## src/rtl/huffman_bitstream_packer.sv

```systemverilog
// Walks the data RAM, looks up each byte's Huffman code and packs the codes MSB-first
// into a byte stream on a valid/ready port, zero-padding the final partial byte.
module huffman_bitstream_packer #(
  parameter int DATA_DEPTH = 102400,
  parameter int ADDR_W     = 17,
  parameter int LEN_MAX    = 24
) (
  input  logic              clk,
  input  logic              reset,
  input  logic              start,
  output logic              data_en,
  output logic [ADDR_W-1:0] data_addr,
  input  logic [7:0]        data_q,
  output logic              enc_en,
  output logic [7:0]        enc_addr,
  input  logic [31:0]       enc_q,
  output logic [7:0]        tx_data,
  output logic              tx_valid,
  input  logic              tx_ready,
  output logic              busy,
  output logic              done,
  output logic              err,
  output logic [31:0]       bit_count,
  output logic [31:0]       byte_count,
  output logic [2:0]        state_dbg
);

  // Handshake: a byte transfers on any rising edge where tx_valid && tx_ready.
  // tx_valid is a function of state/fill only; once high it and tx_data hold until taken.

  typedef enum logic [2:0] {
    S_IDLE    = 3'd0,
    S_RD_DATA = 3'd1,
    S_RD_CODE = 3'd2,
    S_LOAD    = 3'd3,
    S_EMIT    = 3'd4,
    S_FLUSH   = 3'd5,
    S_DONE    = 3'd6
  } state_t;

  state_t            state, state_nxt;
  logic [ADDR_W-1:0] idx;
  logic [31:0]       acc;
  logic [5:0]        fill;
  logic              err_q;
  logic [31:0]       bit_cnt_q, byte_cnt_q;

  logic [7:0]  code_len;
  logic        len_ok;
  logic [31:0] code_mask;
  logic        last_sym;
  logic        hs;
  logic [5:0]  fill_after;
  logic [31:0] emit_shift, flush_shift;

  assign code_len    = enc_q[31:24];
  assign len_ok      = (code_len != 8'd0) && (code_len <= 8'(LEN_MAX));
  assign code_mask   = (32'h1 << code_len) - 32'h1;
  assign last_sym    = (idx == ADDR_W'(DATA_DEPTH - 1));
  assign hs          = tx_valid && tx_ready;
  assign fill_after  = hs ? (fill - 6'd8) : fill;
  assign emit_shift  = acc >> (fill - 6'd8);
  assign flush_shift = acc << (6'd8 - fill);

  always_ff @(posedge clk or negedge reset) begin
    if (!reset) state <= S_IDLE;
    else        state <= state_nxt;
  end

  // EMIT looks at the post-handshake fill so the symbol advances on the same cycle
  // the last full byte leaves; done then follows the final handshake by one cycle.
  always_comb begin
    state_nxt = state;
    case (state)
      S_IDLE:    if (start) state_nxt = S_RD_DATA;
      S_RD_DATA: state_nxt = S_RD_CODE;
      S_RD_CODE: state_nxt = S_LOAD;
      S_LOAD:    state_nxt = len_ok ? S_EMIT : S_DONE;
      S_EMIT: begin
        if (fill_after < 6'd8) begin
          if (!last_sym)                state_nxt = S_RD_DATA;
          else if (fill_after == 6'd0)  state_nxt = S_DONE;
          else                          state_nxt = S_FLUSH;
        end
      end
      S_FLUSH:   if (fill == 6'd0 || hs) state_nxt = S_DONE;
      S_DONE:    if (!start) state_nxt = S_IDLE;
      default:   state_nxt = S_IDLE;
    endcase
  end

  always_comb begin
    data_en   = (state == S_RD_DATA);
    data_addr = (state == S_RD_DATA) ? idx : '0;
    enc_en    = (state == S_RD_CODE);
    enc_addr  = (state == S_RD_CODE) ? data_q : 8'd0;
    tx_valid  = 1'b0;
    tx_data   = 8'd0;
    if (state == S_EMIT && fill >= 6'd8) begin
      tx_valid = 1'b1;
      tx_data  = emit_shift[7:0];
    end else if (state == S_FLUSH && fill != 6'd0) begin
      tx_valid = 1'b1;
      tx_data  = flush_shift[7:0];
    end
    busy       = (state != S_IDLE) && (state != S_DONE);
    done       = (state == S_DONE);
    err        = err_q;
    bit_count  = bit_cnt_q;
    byte_count = byte_cnt_q;
    state_dbg  = state;
  end

  always_ff @(posedge clk or negedge reset) begin
    if (!reset) begin
      idx        <= '0;
      acc        <= 32'd0;
      fill       <= 6'd0;
      err_q      <= 1'b0;
      bit_cnt_q  <= 32'd0;
      byte_cnt_q <= 32'd0;
    end else begin
      case (state)
        S_IDLE: begin
          if (start) begin
            idx        <= '0;
            acc        <= 32'd0;
            fill       <= 6'd0;
            err_q      <= 1'b0;
            bit_cnt_q  <= 32'd0;
            byte_cnt_q <= 32'd0;
          end
        end
        S_LOAD: begin
          if (len_ok) begin
            acc       <= (acc << code_len) | (enc_q & code_mask);
            fill      <= fill + code_len[5:0];
            bit_cnt_q <= bit_cnt_q + {24'd0, code_len};
          end else begin
            err_q <= 1'b1;
          end
        end
        S_EMIT: begin
          if (hs) begin
            fill       <= fill - 6'd8;
            byte_cnt_q <= byte_cnt_q + 32'd1;
          end
          if (fill_after < 6'd8 && !last_sym) idx <= idx + ADDR_W'(1);
        end
        S_FLUSH: begin
          if (hs) begin
            fill       <= 6'd0;
            byte_cnt_q <= byte_cnt_q + 32'd1;
          end
        end
        default: ;
      endcase
    end
  end

endmodule
```

## config.mk

```make
export PLATFORM = sky130hd
export DESIGN_NAME = huffman_bitstream_packer
export DESIGN_NICKNAME = d
export VERILOG_FILES = /design/src/rtl/huffman_bitstream_packer.sv
export SDC_FILE = /design/constraint.sdc
export NUM_CORES = 1
export LEC_CHECK = 0
export CAP_MARGIN = 15
export CORE_MARGIN = 3
export CORE_UTILIZATION = 70
export CTS_BUF_LIST = sky130_fd_sc_hd__clkbuf_16
export DETAILED_ROUTE_END_ITERATION = 12
export DONT_BUFFER_PORTS = 1
export PLACE_DENSITY = 0.86
export SLEW_MARGIN = 20
export SYNTH_ARGS = -nofsm -noshare
export SYNTH_HDL_FRONTEND = slang
export SYNTH_SLANG_ARGS = --single-unit
```

## constraint.sdc

```tcl
create_clock -name clk -period 7.61 [get_ports clk]
set_clock_uncertainty 0.1 [all_clocks]
set_input_delay 0.761 -clock clk [delete_from_list [all_inputs] [get_ports clk]]
set_output_delay 0.761 -clock clk [all_outputs]
set_load 0.02 [all_outputs]
```

# Word-level counts from Yosys, hierarchy flattened
# Cells that the tools add are included.
# word_totals
out_inout_bits,106
elab_cells,97
mem_bits_rw,0
romBits,0
ff_bits,123
inputBits,44
latch_bits,0
memories,0
# classes
muxes,32
reduce_logical,25
shifts,4
magnitude_cmp,3
n_bitwise,2
n_div,0
n_mul,0
n_eq_ne,17
add_sub_neg,7
# op_table
operator,count
32-bit one-hot mux with 2 select lines,3
32-bit two-way mux,4
17-bit two-way mux,3
17-bit one-hot mux with 2 select lines,1
32-bit by 1-bit adder with 32-bit output (second input constant),1
32-bit by 8-bit adder with 32-bit output,1
32-bit bitwise AND,1
32-bit bitwise OR,1
1-bit by 8-bit left shift with 32-bit output (first input constant),1
32-bit by 6-bit left shift with 8-bit output,1
32-bit by 8-bit left shift with 32-bit output,1
32-bit by 6-bit >> shifter with 8-bit output,1
32-bit by 1-bit subtractor with 32-bit output (second input constant),1
6-bit two-way mux,4
8-bit two-way mux,3
6-bit one-hot mux with 4 select lines,1
3-bit one-hot mux with 7 select lines,1
17-bit by 1-bit adder with 17-bit output (second input constant),1
17-bit == test (second input constant),1
3-bit two-way mux,5
2-bit != test (second input constant),7
6-bit logical NOT,2
3-bit AND reduction,4
3-bit == test (second input constant),3
other kinds (24),38

# Logic depth before layout (Yosys ltp)
# logic_depth
ltp_word,11
depth_mapped,13
mapped_depth_nobuf,9

# Worst setup path after synthesis
# OpenSTA, ideal clock, no wires.
# synth_timing
kind,register to output
startpoint,reg fill[0]
endpoint,out tx_data[1]
required_time_ns,6.749
path_buffers,2
path_slack_ns,3.866
stages_incl_launch_ff,11
arrival_ns,2.883
path_cell_list,dfrtp_1 clkbuf_1 inv_2 buf_1 ha_1 nand2b_1 mux2i_1 nand3_1 or2_2 nand2b_1 o21ai_0
# synth_via
elab_chain_len,4
elab_cells_between_ends,10
classes_between,2 x add/sub; 1 x order compare; 2 x shift; 2 x mux; 3 x reduce/logical
# synth_rtl
item,line_no,source
start: declaration,44,logic [5:0] fill;
start signal: assignment,137,fill <= fill + code_len[5:0];
start signal: assignment,145,fill <= fill - 6'd8;
4-bit by 6-bit subtractor with 6-bit output / 6-bit nonzero test (equally long branches),"63, 102",
32-bit by 6-bit left shift with 8-bit output / 1-bit logical AND (equally long branches),"63, 102",
8-bit two-way mux,102,end else if (state == S_FLUSH && fill != 6'd0) begin
8-bit two-way mux (*),99,if (state == S_EMIT && fill >= 6'd8) begin
end: declaration,17,"output logic [7:0] tx_data,"
# Every way passes the cells marked *; elsewhere a longest branch is shown, timed or not.

# Worst setup path in the final report
# layout_timing
startpoint,reg fill[3]
endpoint,out tx_data[5]
# The elaborated chain is that of the path after synthesis.

==> flow_summary.yaml <==
status:
  status: "completed"
global_route:
  track_usage: 0.385
  antenna_found_initial: 1
  grt_overflow_total: 0
  grt_max_degree: 124
  grt_first_pass_wirelength_mm: 51.8
  grt_pass1_vias: 9792
critical_path:
  worstReg2RegEnd: "idx[12]"
  slowest_stage: "dfrtp_2"
  path_max_fanout: 34
  reg2reg_slack_ps: 4110
  worstSetupEndpoint: "tx_data[5]"
  endpoint_kind: "primary output"
  crit_cells: 7
  path_buf_inv: 2
  critPathLaunch: "fill[3]"
  critical_path.top_delay_family: "buffers and inverters"
  critPathArrivalTime_ps: 3730
  crit_type: "reg -> out"
  required_ps: 6750
  crit_path_max_incr_delay_ps: 760
  r2r-start: "fill[3]"
  cp_cell_sequence: "clkinv_1, ha_1, inv_1, mux4_2, o211ai_1, o21ai_0, o22ai_1"
  start_kind: "flop"
  reg2reg_depth: 8
power:
  leakagePower_nw: 4.42
  pwr-share-seq: 0.332
  peakVddDrop_mv: 0.215
  p_per_area_nw_per_um2: 298
  p_int_w: 0.00185
  p_switching_w: 0.00154
  pwr-share-clk: 0.236
  switching_share: 0.455
  combPwrFrac: 0.432
cells_and_area:
  area_growth_pct: 5.15
  final_common_cell: "nand2_1"
  drive_above_1_share: 0.0996
  insertedDiodeCount: 0
  utilization: 0.768
  layout_common_cells: "128 x nand2_1, 126 x nor2_1, 121 x dfrtp_1"
  layoutNonFillerInstCount: 1429
  nets: 1297
yosys:
  synth.area.top_cells: "dfrtp_1 28%, mux2i_1 7.5%, mux4_2 6.9%"
  seq_area_frac_synth: 0.285
  synth_flop_cell: "dfrtp_1"
  synthCells: 1295
  synth_edf_count: 0
  ys_ff_latch: 123
  synth_area_per_cell_um2: 8.35
  synth_top_area_frac: 0.285
  syn_area_um2: 10800
  async_flop_share: 1.00
  synth_fp_nets: 1360
  synth_area_leader_cell: "dfrtp_1"
  yosysWarnings: 0
  ys_types: 78
place:
  place_congestion: 1.02
  dp_hpwl_mm: 22.4
  port_buffers: 0
  dp_cells: 1396
sta:
  timing.fmax_mhz: 218
  slew_violations: 0
  grt_setup_unrepaired: "false"
  fin_crit_sh: 0.604
  finalHoldViolations: 0
  fin_tns_setup_ps: 0
  worst_pin_slew_ps: 1260
  setup_viol: 0
  fin_crit_ps: 4590
  slew-limit-headroom: 0.151
floorplan:
  start_util: 0.730
  core-area_um2: 14800
  die_h_um: 130
  die_area_um2: 17000
  fp-row-count: 44
  ios: 150
  dieWidth_um: 130
clock_network:
  cts.sinks: 123
  cts_root_buffer: "clkbuf_16"
  cts_resized: 0
  clkTransAtPathRegs_ps: 70
  clockBufferDepth: 2
  htreeDepth: 4
  clk_latency_ps: 430
  cts_tree: "built"
  numCtsBuffers: 17
min_path:
  hp-class: "in -> async"
routing:
  firstDrtPassIters: 6
  ant_nets: 0
  via_per_inst: 7.37
  routedWlPerCell_um: 23.2
  drc: 0
  wirelength_mm: 33.1
  drt_iter0_drc: 1385
  vias: 10500
job:
  maxCapViolations: 0
==> synth_stat cells, types with 12 or more instances <==
cell type and instances:
a31oi_1 13, o211ai_1 16, inv_1 22, nor3_1 45
nand2_1 128, dfrtp_1 123, buf_1 12, ha_1 19
a21oi_1 60, nand4_1 21, xnor2_1 45, and2_1 31
mux2_2 24, o21ai_0 83, nor2_1 126, a211oi_1 12
and3_1 12, or3_1 16, mux2i_1 81, mux4_2 33
clkbuf_1 68, xor2_1 21, nor4_1 19, nand3_1 63
==> layout make-up <==
cell class,instances,area (µm²)
Fill cell,1084,3440
Multi-Input combinational cell,1051,7290
Tap cell,184,230
Clock inverter,15,138
Sequential cell,123,3080
Clock buffer,17,425
Inverter,28,105
Timing Repair Buffer,11,103
==> routing by layer <==
metal	wire length (µm)	track usage	vias up
met1	12900	0.529	4998
li1	-	-	4685
met3	4100	0.106	123
met4	1160	0.152	2
met5	13	0	-
met2	14900	0.583	728
==> registers in the layout (all words and copies together), names as in the netlist <==
register    count
acc            32
bit_count      32
byte_count     32
err             1
fill            6
idx            17
state_dbg       3
==> worst min-delay path by stage <==
stage / depth (start not counted) / slack (ps) / startpoint / endpoint
2_1_floorplan: 0 / 370 / reset / acc[0]
3_3_place_gp: 0 / 370 / reset / state_dbg[0]
3_5_place_dp: 0 / 370 / reset / acc[7]
4_1_cts: 1 / 240 / reset / fill[4]
5_1_grt: 1 / 210 / reset / acc[7]
6_report: 1 / 180 / reset / acc[7]
==> worst reg2reg max path, stage by stage, from the launching register on <==
cell and delay (ps):
dfrtp_2 760, clkinv_1 430, ha_1 380, xnor2_1 260
nand3_1 180, o211a_1 500, or4_1 530, o21ai_0 150
a22o_1 140
==> power by group through the flow <==
stage               clock network [W]  logic (W)  registers (W)
floorplan                           0    0.00127       0.000908
global placement                    0    0.00137        0.00111
detailed placement                  0    0.00140        0.00112
CTS                          0.000797    0.00143        0.00110
global route                 0.000827    0.00160        0.00115
finish                       0.000801    0.00146        0.00113
==> kinds of logic after synthesis <==
family                     after synthesis  share of synthesized area
and+or+nand+nor                        517                      0.233
muxes                                  138                      0.169
adders and majority gates               21                     0.0257
AOI/OAI and AO/OA                      309                      0.191
xor gates and xnor gates                66                     0.0534
buffers and inverters                  121                     0.0435
DFF                                    123                      0.285
==> metrics by stage <==
step	instance area [µm²]	hold slack (ps)	setup WS, ps	total power [W]
3_3_place_gp	10800	372	3070	0.00248
2_1_floorplan	10800	365	3870	0.00217
6_report	11400	184	3020	0.00339
5_1_grt	11400	208	2770	0.00357
4_1_cts	11400	237	2560	0.00333
3_5_place_dp	10800	372	3010	0.00252
==> what timing repair did <==
item / in CTS / in global routing
hold buffers: 1 / 0
setup endpoints to repair: 0 / 0
hold endpoints to repair: 123 / 0
setup buffers: 0 / 0
(Power assumes the default switching activity.)
